**config.mk**
```make
export PLATFORM = sky130hd
export DESIGN_NAME = dmem_port_arbiter
export DESIGN_NICKNAME = d
export VERILOG_FILES = /design/src/rtl/dmem_port_arbiter.sv
export SDC_FILE = /design/constraint.sdc
export NUM_CORES = 1
export LEC_CHECK = 0
export ABC_AREA = 1
export ABC_CLOCK_PERIOD_IN_PS = 9320
export CAP_MARGIN = 10
export CORE_ASPECT_RATIO = 2
export CORE_MARGIN = 1
export CORE_UTILIZATION = 55
export CTS_CLUSTER_DIAMETER = 200
export DETAILED_ROUTE_END_ITERATION = 10
export DONT_BUFFER_PORTS = 1
export PLACE_DENSITY = 0.74
export SLEW_MARGIN = 20
export SYNTH_ARGS = -nofsm -noshare
export SYNTH_HDL_FRONTEND = slang
export SYNTH_SLANG_ARGS = --single-unit
```
**constraint.sdc**
```tcl
create_clock -name clk -period 9.32 [get_ports clk]
set_clock_uncertainty 0.1 [all_clocks]
set_input_delay 0 -clock clk [delete_from_list [all_inputs] [get_ports clk]]
set_output_delay 0 -clock clk [all_outputs]
set_load 0.02 [all_outputs]
```
**src/rtl/dmem_port_arbiter.sv**
```systemverilog
`default_nettype none
// ==== dmem_port_arbiter : round-robin share of one tagged data-memory port between two ====
// ==== requesters, with out-of-order response routing through a tag table.   Rev 1.0    ====
module dmem_port_arbiter #(
  parameter int ADDR_W = 32,
  parameter int DATA_W = 32,
  parameter int NTAG   = 16
) (
  input  logic              clk,
  input  logic              rst,
  input  logic              req0_valid,
  input  logic              req0_rw,
  input  logic [ADDR_W-1:0] req0_addr,
  input  logic [DATA_W-1:0] req0_data,
  input  logic [3:0]        req0_id,
  output logic              req0_grant,
  input  logic              req1_valid,
  input  logic              req1_rw,
  input  logic [ADDR_W-1:0] req1_addr,
  input  logic [DATA_W-1:0] req1_data,
  input  logic [3:0]        req1_id,
  output logic              req1_grant,
  output logic              rsp0_valid,
  output logic [DATA_W-1:0] rsp0_data,
  output logic [3:0]        rsp0_id,
  output logic              rsp1_valid,
  output logic [DATA_W-1:0] rsp1_data,
  output logic [3:0]        rsp1_id,
  output logic              mem_valid,
  output logic              mem_rw,
  output logic [ADDR_W-1:0] mem_addr,
  output logic [DATA_W-1:0] mem_data,
  output logic [3:0]        mem_id,
  input  logic [DATA_W-1:0] mem_rdata,
  input  logic [3:0]        mem_rid,
  input  logic              mem_ready,
  input  logic              mem_stall,
  output logic [4:0]        outstanding,
  output logic              err_spurious
);

  logic [15:0] in_use;
  logic        tbl_owner [16];
  logic        tbl_rw    [16];
  logic [3:0]  tbl_id    [16];
  logic        rr;
  logic        any_free;
  logic [3:0]  alloc_tag;
  logic        eligible;
  logic        grant_any;
  logic        sel1;
  logic        rsp_hit;
  logic [15:0] set_mask;
  logic [15:0] clr_mask;

  // Descending scan leaves the lowest-numbered free tag selected.
  always_comb begin
    any_free  = 1'b0;
    alloc_tag = 4'd0;
    for (int i = NTAG - 1; i >= 0; i--) begin
      if (!in_use[i]) begin
        any_free  = 1'b1;
        alloc_tag = 4'(i);
      end
    end
  end

  assign eligible   = !mem_stall && any_free;
  assign req0_grant = eligible && req0_valid && (!req1_valid || !rr);
  assign req1_grant = eligible && req1_valid && (!req0_valid || rr);
  assign grant_any  = req0_grant | req1_grant;
  assign sel1       = req1_grant;
  assign rsp_hit    = mem_ready && in_use[mem_rid];
  assign set_mask   = 16'(grant_any) << alloc_tag;
  assign clr_mask   = 16'(rsp_hit) << mem_rid;

  always_ff @(posedge clk or posedge rst) begin
    if (rst) begin
      in_use       <= '0;
      rr           <= 1'b0;
      mem_valid    <= 1'b0;
      mem_rw       <= 1'b0;
      mem_addr     <= '0;
      mem_data     <= '0;
      mem_id       <= '0;
      rsp0_valid   <= 1'b0;
      rsp0_data    <= '0;
      rsp0_id      <= '0;
      rsp1_valid   <= 1'b0;
      rsp1_data    <= '0;
      rsp1_id      <= '0;
      outstanding  <= '0;
      err_spurious <= 1'b0;
      for (int t = 0; t < 16; t++) begin
        tbl_owner[t] <= 1'b0;
        tbl_rw[t]    <= 1'b0;
        tbl_id[t]    <= '0;
      end
    end else begin
      mem_valid <= grant_any;
      if (grant_any) begin
        rr                <= req0_grant;
        mem_rw            <= sel1 ? req1_rw   : req0_rw;
        mem_addr          <= sel1 ? req1_addr : req0_addr;
        mem_data          <= sel1 ? req1_data : req0_data;
        mem_id            <= alloc_tag;
        tbl_owner[alloc_tag] <= sel1;
        tbl_rw[alloc_tag]    <= sel1 ? req1_rw : req0_rw;
        tbl_id[alloc_tag]    <= sel1 ? req1_id : req0_id;
      end
      // The allocated tag was free at cycle start, so it never collides with clr_mask.
      in_use      <= (in_use | set_mask) & ~clr_mask;
      outstanding <= outstanding + 5'(grant_any) - 5'(rsp_hit);
      rsp0_valid  <= rsp_hit && !tbl_owner[mem_rid];
      rsp1_valid  <= rsp_hit && tbl_owner[mem_rid];
      if (rsp_hit && !tbl_owner[mem_rid]) begin
        rsp0_data <= tbl_rw[mem_rid] ? '0 : mem_rdata;
        rsp0_id   <= tbl_id[mem_rid];
      end
      if (rsp_hit && tbl_owner[mem_rid]) begin
        rsp1_data <= tbl_rw[mem_rid] ? '0 : mem_rdata;
        rsp1_id   <= tbl_id[mem_rid];
      end
      if (mem_ready && !in_use[mem_rid]) err_spurious <= 1'b1;
    end
  end

endmodule
`default_nettype wire

```
After elaboration in Yosys (flattened, before gate mapping)
Index checks and enable logic that the tools add are counted.
Widths: inputs -> output; s select.
{"block": "classes", "n_eq_ne": 0, "addsub": 2, "muxes": 55, "n_mul": 0, "magnitude_cmp": 4, "bitwise_logic": 6, "shifts": 2, "n_div": 0, "n_reduce_logical": 18}
{"operator": "$mux 32", "count": 3}
{"operator": "$mux 4", "count": 20}
{"operator": "$bwmux 64", "count": 1}
{"operator": "$bwmux 16", "count": 2}
{"operator": "$shl 1x4->16", "count": 2}
{"operator": "$mux 1", "count": 23}
{"operator": "$and 16x16->16", "count": 1}
{"operator": "$bmux 4 s4", "count": 1}
{"operator": "$demux 4 s4", "count": 1}
{"operator": "$not 16->16", "count": 1}
{"operator": "$or 16x16->16", "count": 1}
{"operator": "$bmux 1 s4", "count": 3}
{"operator": "$ge 5x5->1 const B", "count": 2}
{"operator": "$logic_and 1x1->1", "count": 10}
{"operator": "$not 4->5", "count": 2}
{"operator": "$logic_not 1->1", "count": 6}
{"operator": "$add 5x1->5", "count": 1}
{"operator": "$lt 4x5->1 const B", "count": 1}
{"operator": "$lt 5x1->1 const B", "count": 1}
{"operator": "$sub 5x1->5", "count": 1}
{"operator": "$demux 1 s4", "count": 1}
{"operator": "$logic_or 1x1->1", "count": 2}
{"operator": "$or 1x1->1", "count": 1}
{"block": "word_totals", "mem_bits_ro": 0, "latchBits": 0, "in_bits": 180, "mem_bits_rw": 0, "memories": 0, "regBits": 263, "elab_cells": 150, "output_inout_bits": 152}

Depth between registers and ports, before layout
{"block": "depth", "ltp_word": 23, "ltp_mapped": 20, "ltp_nobuf": 19}

Least setup slack after synthesis
OpenSTA, ideal clock, no wires.
{"block": "synth_path", "path_type": "register to register", "from": "register in_use[4]", "to": "register outstanding[4]", "path_slack_ps": 6294, "required_time_ps": 9141, "period_less_slack_ps": 3026, "stages_incl_launch_ff": 19, "path_buffers": 4, "setup_ps": 79, "arrival_ps": 2847, "cell_sequence": "dfrtp_1 > nand2_1 > inv_1 > nand2_1 > nor2_1 > nand2_1 > and3_1 > buf_2 > buf_6 > nor2_8 > buf_2 > buf_2 > ha_1 > inv_1 > ha_1 > inv_1 > fa_1 > o21ai_0 > xor2_1"}
{"block": "synth_via", "elab_chain_cells": 11, "elab_cells_between_ends": 16, "cone_classes": "add/sub (2); mux (7); bitwise (1); reduce/logical (6)"}
{"element": "start, declared", "line": "42", "rtl": "logic [15:0] in_use;"}
{"element": "start signal, assigned", "line": "112", "rtl": "in_use <= (in_use | set_mask) & ~clr_mask;"}
{"element": "$mux 1 (5 in series)", "line": "61", "rtl": "if (!in_use[i]) begin"}
{"element": "$logic_and 1x1->1", "line": "68", "rtl": "assign eligible = !mem_stall && any_free;"}
{"element": "$logic_and 1x1->1 (on tied branches) (2 in series)", "line": "69, 70"}
{"element": "$or 1x1->1", "line": "71", "rtl": "assign grant_any = req0_grant | req1_grant;"}
{"element": "$add 5x1->5", "line": "113", "rtl": "outstanding <= outstanding + 5'(grant_any) - 5'(rsp_hit);"}
{"element": "$sub 5x1->5 (*)", "line": "113"}
{"element": "end signal, assigned", "line": "113"}
{"element": "end, declared", "line": "38", "rtl": "output logic [4:0] outstanding,"}
Every way passes the cells marked *; elsewhere a longest branch is shown, timed or not. The select of a mux whose other input is x is not followed.
A chain may end at the register's enable or synchronous reset.

Worst setup path after layout
{"block": "layout_path", "from": "input mem_rid[0]", "to": "register rsp0_data[20]"}
{"block": "layout_via", "elab_chain_cells": 6, "elab_cells_between_ends": 13, "cone_classes": "mux (9); bitwise (1); reduce/logical (3)"}
{"element": "start, declared", "line": "35", "rtl": "input logic [3:0] mem_rid,"}
{"element": "$not 4->5 (implied by the code)", "line": "116, 117"}
{"element": "$bmux 1 s4", "line": "116", "rtl": "if (rsp_hit && !tbl_owner[mem_rid]) begin"}
{"element": "$mux 1 (implied by the code) (2 in series)", "line": "116"}
{"element": "$logic_not 1->1", "line": "116"}
{"element": "$logic_and 1x1->1", "line": "116"}
{"element": "end signal, assigned", "line": "117", "rtl": "rsp0_data <= tbl_rw[mem_rid] ? '0 : mem_rdata;"}
{"element": "end, declared", "line": "24", "rtl": "output logic [DATA_W-1:0] rsp0_data,"}
Parallel ways exist; a longest one is shown, timed or not. The select of a mux whose other input is x is not followed.

==> results.md <==
* Avg Vias per Cell at 5.863
* Fillers at 1613
* Leakage at 0.007132 uW
* Synth cell types at 38
* Fraction of registers with async set/reset at 1.000
* Combinational power share at 0.254
* Largest net degree at the start of global routing at 111
* Post-Syn Area per Cell at 8.148 um2
* Worst-path cell chain: dlygate4sd3_1 -> inv_2 -> buf_4 -> o21ai_0 -> o22ai_1 -> o211ai_1 -> nand3_2 -> inv_2 -> nand2_1 -> nand2_1
* Worst EP required at 9680 ps
* Worst reg-to-reg path cell count at 11
* Post-Syn Nets at 1659
* P_int at 2567 uW
* Final net count at 1790
* FF-to-FF End: tbl_rw[14]
* Worst hold path depth at 6
* Hold Path End: rsp0_id[2]
* Max-Slew Margin vs Limit at 0.2707
* Crit share post-route at 0.4289
* DRT Pass-1 Iters at 6
* Max incr delay on CP at 1170 ps
* Tot GR Track Use at 0.3393
* Initial antenna violation count at 1
* Die Y at 210.9 um
* Worst flop-to-flop path startpoint: in_use[0]
* Global placement routability congestion at 0.9113
* Max Clock Freq at 250.2 MHz
* Layout area overhead at 22.98%
* Die ar. at 22450 um2
* Die W at 106.5 um
* Worst Tran Pin Value at 1093 ps
* WS Path Type: in2reg
* Dpl hpwl at 22940 um
* Largest area contributor in the netlist: dfrtp_1
* Sw Pwr at 1659 uW
* First-pass GRT wire length at 59100 um
* FF-to-FF setup slack at 5470 ps
* Post-Synthesis Cell Area at 12000 um2
* Minimum clock period after layout at 3997 ps
* Net Sw Frac at 0.3926
* Bufs on Longest Clock Path at 3
* Data arrival time of the critical path at 4360 ps
* Seq pwr share at 0.496
* Grt total ovfl at 0
* Slew Limit Fails at 0
* Final WL at 38120 um
* Synth Flop Type: dfrtp_1
* Layout cell share with drive strength beyond 1 at 0.04571
* Syn Inst Count at 1473
* Clock share of power at 0.250
* Antenna Violating Nets Remaining at 0
* Seq cells post-synth at 263
* Worst path top cell family by delay: buffers and inverters
* Setup TNS at 0 ps
* Register Area at 6581 um2
* Ys Warns at 0
* CTS Buf Count at 23
* Vias in the first global route at 11297
* Crit-path max FO at 54
* Unrepaired setup endpoints after global routing: no
* Starting Density at 0.5585
* Synth area leaders: dfrtp_1 55%, nand2_1 13%, o21ai_0 7.8%
* Clock slew at reported path FFs at 70 ps
* Final count of negative-setup-slack endpoints at 0
* CTS Sinks at 263
* Outcome: finished clean
* Setup Fix Bufs, Post-CTS at 0
* Hold Vio Cnt, Final at 0
* Crit end category: register
* Slowest CP cell: dlygate4sd3_1
* Drt drc at 0
* Total power at 4227 uW
* Worst vdd ir at 171.0 uV
* Port Buf Inserts at 0
* H-tree depth at 1
* Min-Delay Path Class: in2reg
* WL/cell at 20.14 um
* Register area share after synthesis at 0.5484
* Clock insertion delay at the later pin of the skew report at 540 ps
* Root buffer cell: clkbuf_16
* Core area at 21490 um2
* Number of max-cap violations at 0
* PD cells at 286.4 nW/um2
* CTS tree: yes
* Crit path buffers/inverters at 4
* Area of the multi-input gates at 4667 um2
* Critical Path Start Type: input pin
* Num rows at 76
* Post-synth top area share at 0.5484
* DRT iter0 DRCs at 822
* Number of synthesized flops with an enable pin at 0
* Vias at 11099
* Hold_sp: mem_rid[0]
* IO Pins at 332
## cells in the final DEF (no fill, tap or decap), types with 23 or more instances in the layout
master / n
dfrtp_1: 263
a21oi_1: 102
nor2_1: 155
o21ai_0: 187
inv_1: 84
nand3_1: 25
nand2_1: 428
dlygate4sd3_1: 188
nand4_1: 38
clkbuf_16: 23
## logic make-up after synthesis
family	after synthesis	synth area share
adder cells (fa/ha/maj)	6	0.006881
AO/OA/AOI/OAI	337	0.1490
XOR/XNOR	4	0.002920
buffers and inverters	188	0.06391
flip-flops	263	0.5484
AND/OR/NAND/NOR	675	0.2289
## how the worst max path moves through the flow
stage	startpoint	endpoint	slack (ps)	cells past startpoint
detailed placement	in_use[0]	tbl_id[9]	5700	11
floorplan	rst	err_spurious	1980	1
CTS	mem_rid[0]	rsp0_data[20]	5400	10
global placement	in_use[0]	in_use[13]	5820	11
global route	mem_rid[0]	rsp0_data[27]	5030	10
finish	mem_rid[0]	rsp0_data[20]	5320	10
## through the flow
stage	utilization	hold slack, ps	worst slack, ps	std cells	instance area [um2]
global placement	0.5606	-74.50	5821	1664	12050
CTS	0.6865	0.7485	5396	1892	14750
floorplan	-	63.77	1980	1473	12000
detailed placement	0.5606	-65.17	5700	1664	12050
finish	0.6868	4.719	5323	1893	14760
global route	0.6868	31.23	5032	1893	14760
## power by group through the flow
stage	Combinational, uW	Sequential [uW]	Clock [uW]
6_report	1070	2100	1060
5_1_grt	1210	2140	1110
4_1_cts	1050	2090	1060
3_5_place_dp	906	2100	0
3_3_place_gp	873	2100	0
2_1_floorplan	725	2000	0
## worst register-to-register path: cells and delay by family, from the launching register on
family                 cells  cell delay [ps]
AOI/OAI and AO/OA          2              380
buffers and inverters      5             1960
DFF                        1              610
and+or+nand+nor            4              690
## routing by layer
metal  vias up  share of wire  GRT usage
met3       179          0.081    0.06263
li1       5061              -          -
met5         -              0          0
met4         0          0.078     0.2494
met1      5196           0.35     0.3591
met2       663           0.50     0.5943
## state kept, by name, summed over array words and instances, names as in the netlist
| name | flops |
|---|---|
| mem_addr | 32 |
| rr | 1 |
| mem_rw | 1 |
| rsp1_valid | 1 |
| rsp0_data | 32 |
| mem_valid | 1 |
| rsp1_id | 4 |
| mem_id | 4 |
| err_spurious | 1 |
| tbl_id | 64 |
| rsp0_id | 4 |
| mem_data | 32 |
| rsp1_data | 32 |
| outstanding | 5 |
| tbl_rw | 16 |
| tbl_owner | 16 |
| in_use | 16 |
| rsp0_valid | 1 |
## synth_stat cells, drive strengths merged, types with 2 or more instances
library cell,number
nand2,429
dfrtp,263
o21ai,200
nor2,160
a21oi,104
inv,91
buf,48
clkbuf,48
nand4,39
nand3,29
nor3,14
o221ai,13
o211ai,11
ha,5
o22ai,5
a22oi,2
xnor2,2
xor2,2
## repair_timing
item                                   CTS  global route
hold buffers                           188             0
gates resized for setup                  0             0
endpoints found under the hold margin  301             0
## layout make-up
cell class                 count  area share
antenna                        1   0.0001695
tap                          273     0.02314
timing repair buffer         202      0.1349
clock inverter                 8     0.01043
sequential                   263      0.4459
clock buffer                  32     0.04535
inverter                      92     0.02391
multi-input combinational   1022      0.3162
Note: power is estimated with default switching activity, not from simulation.
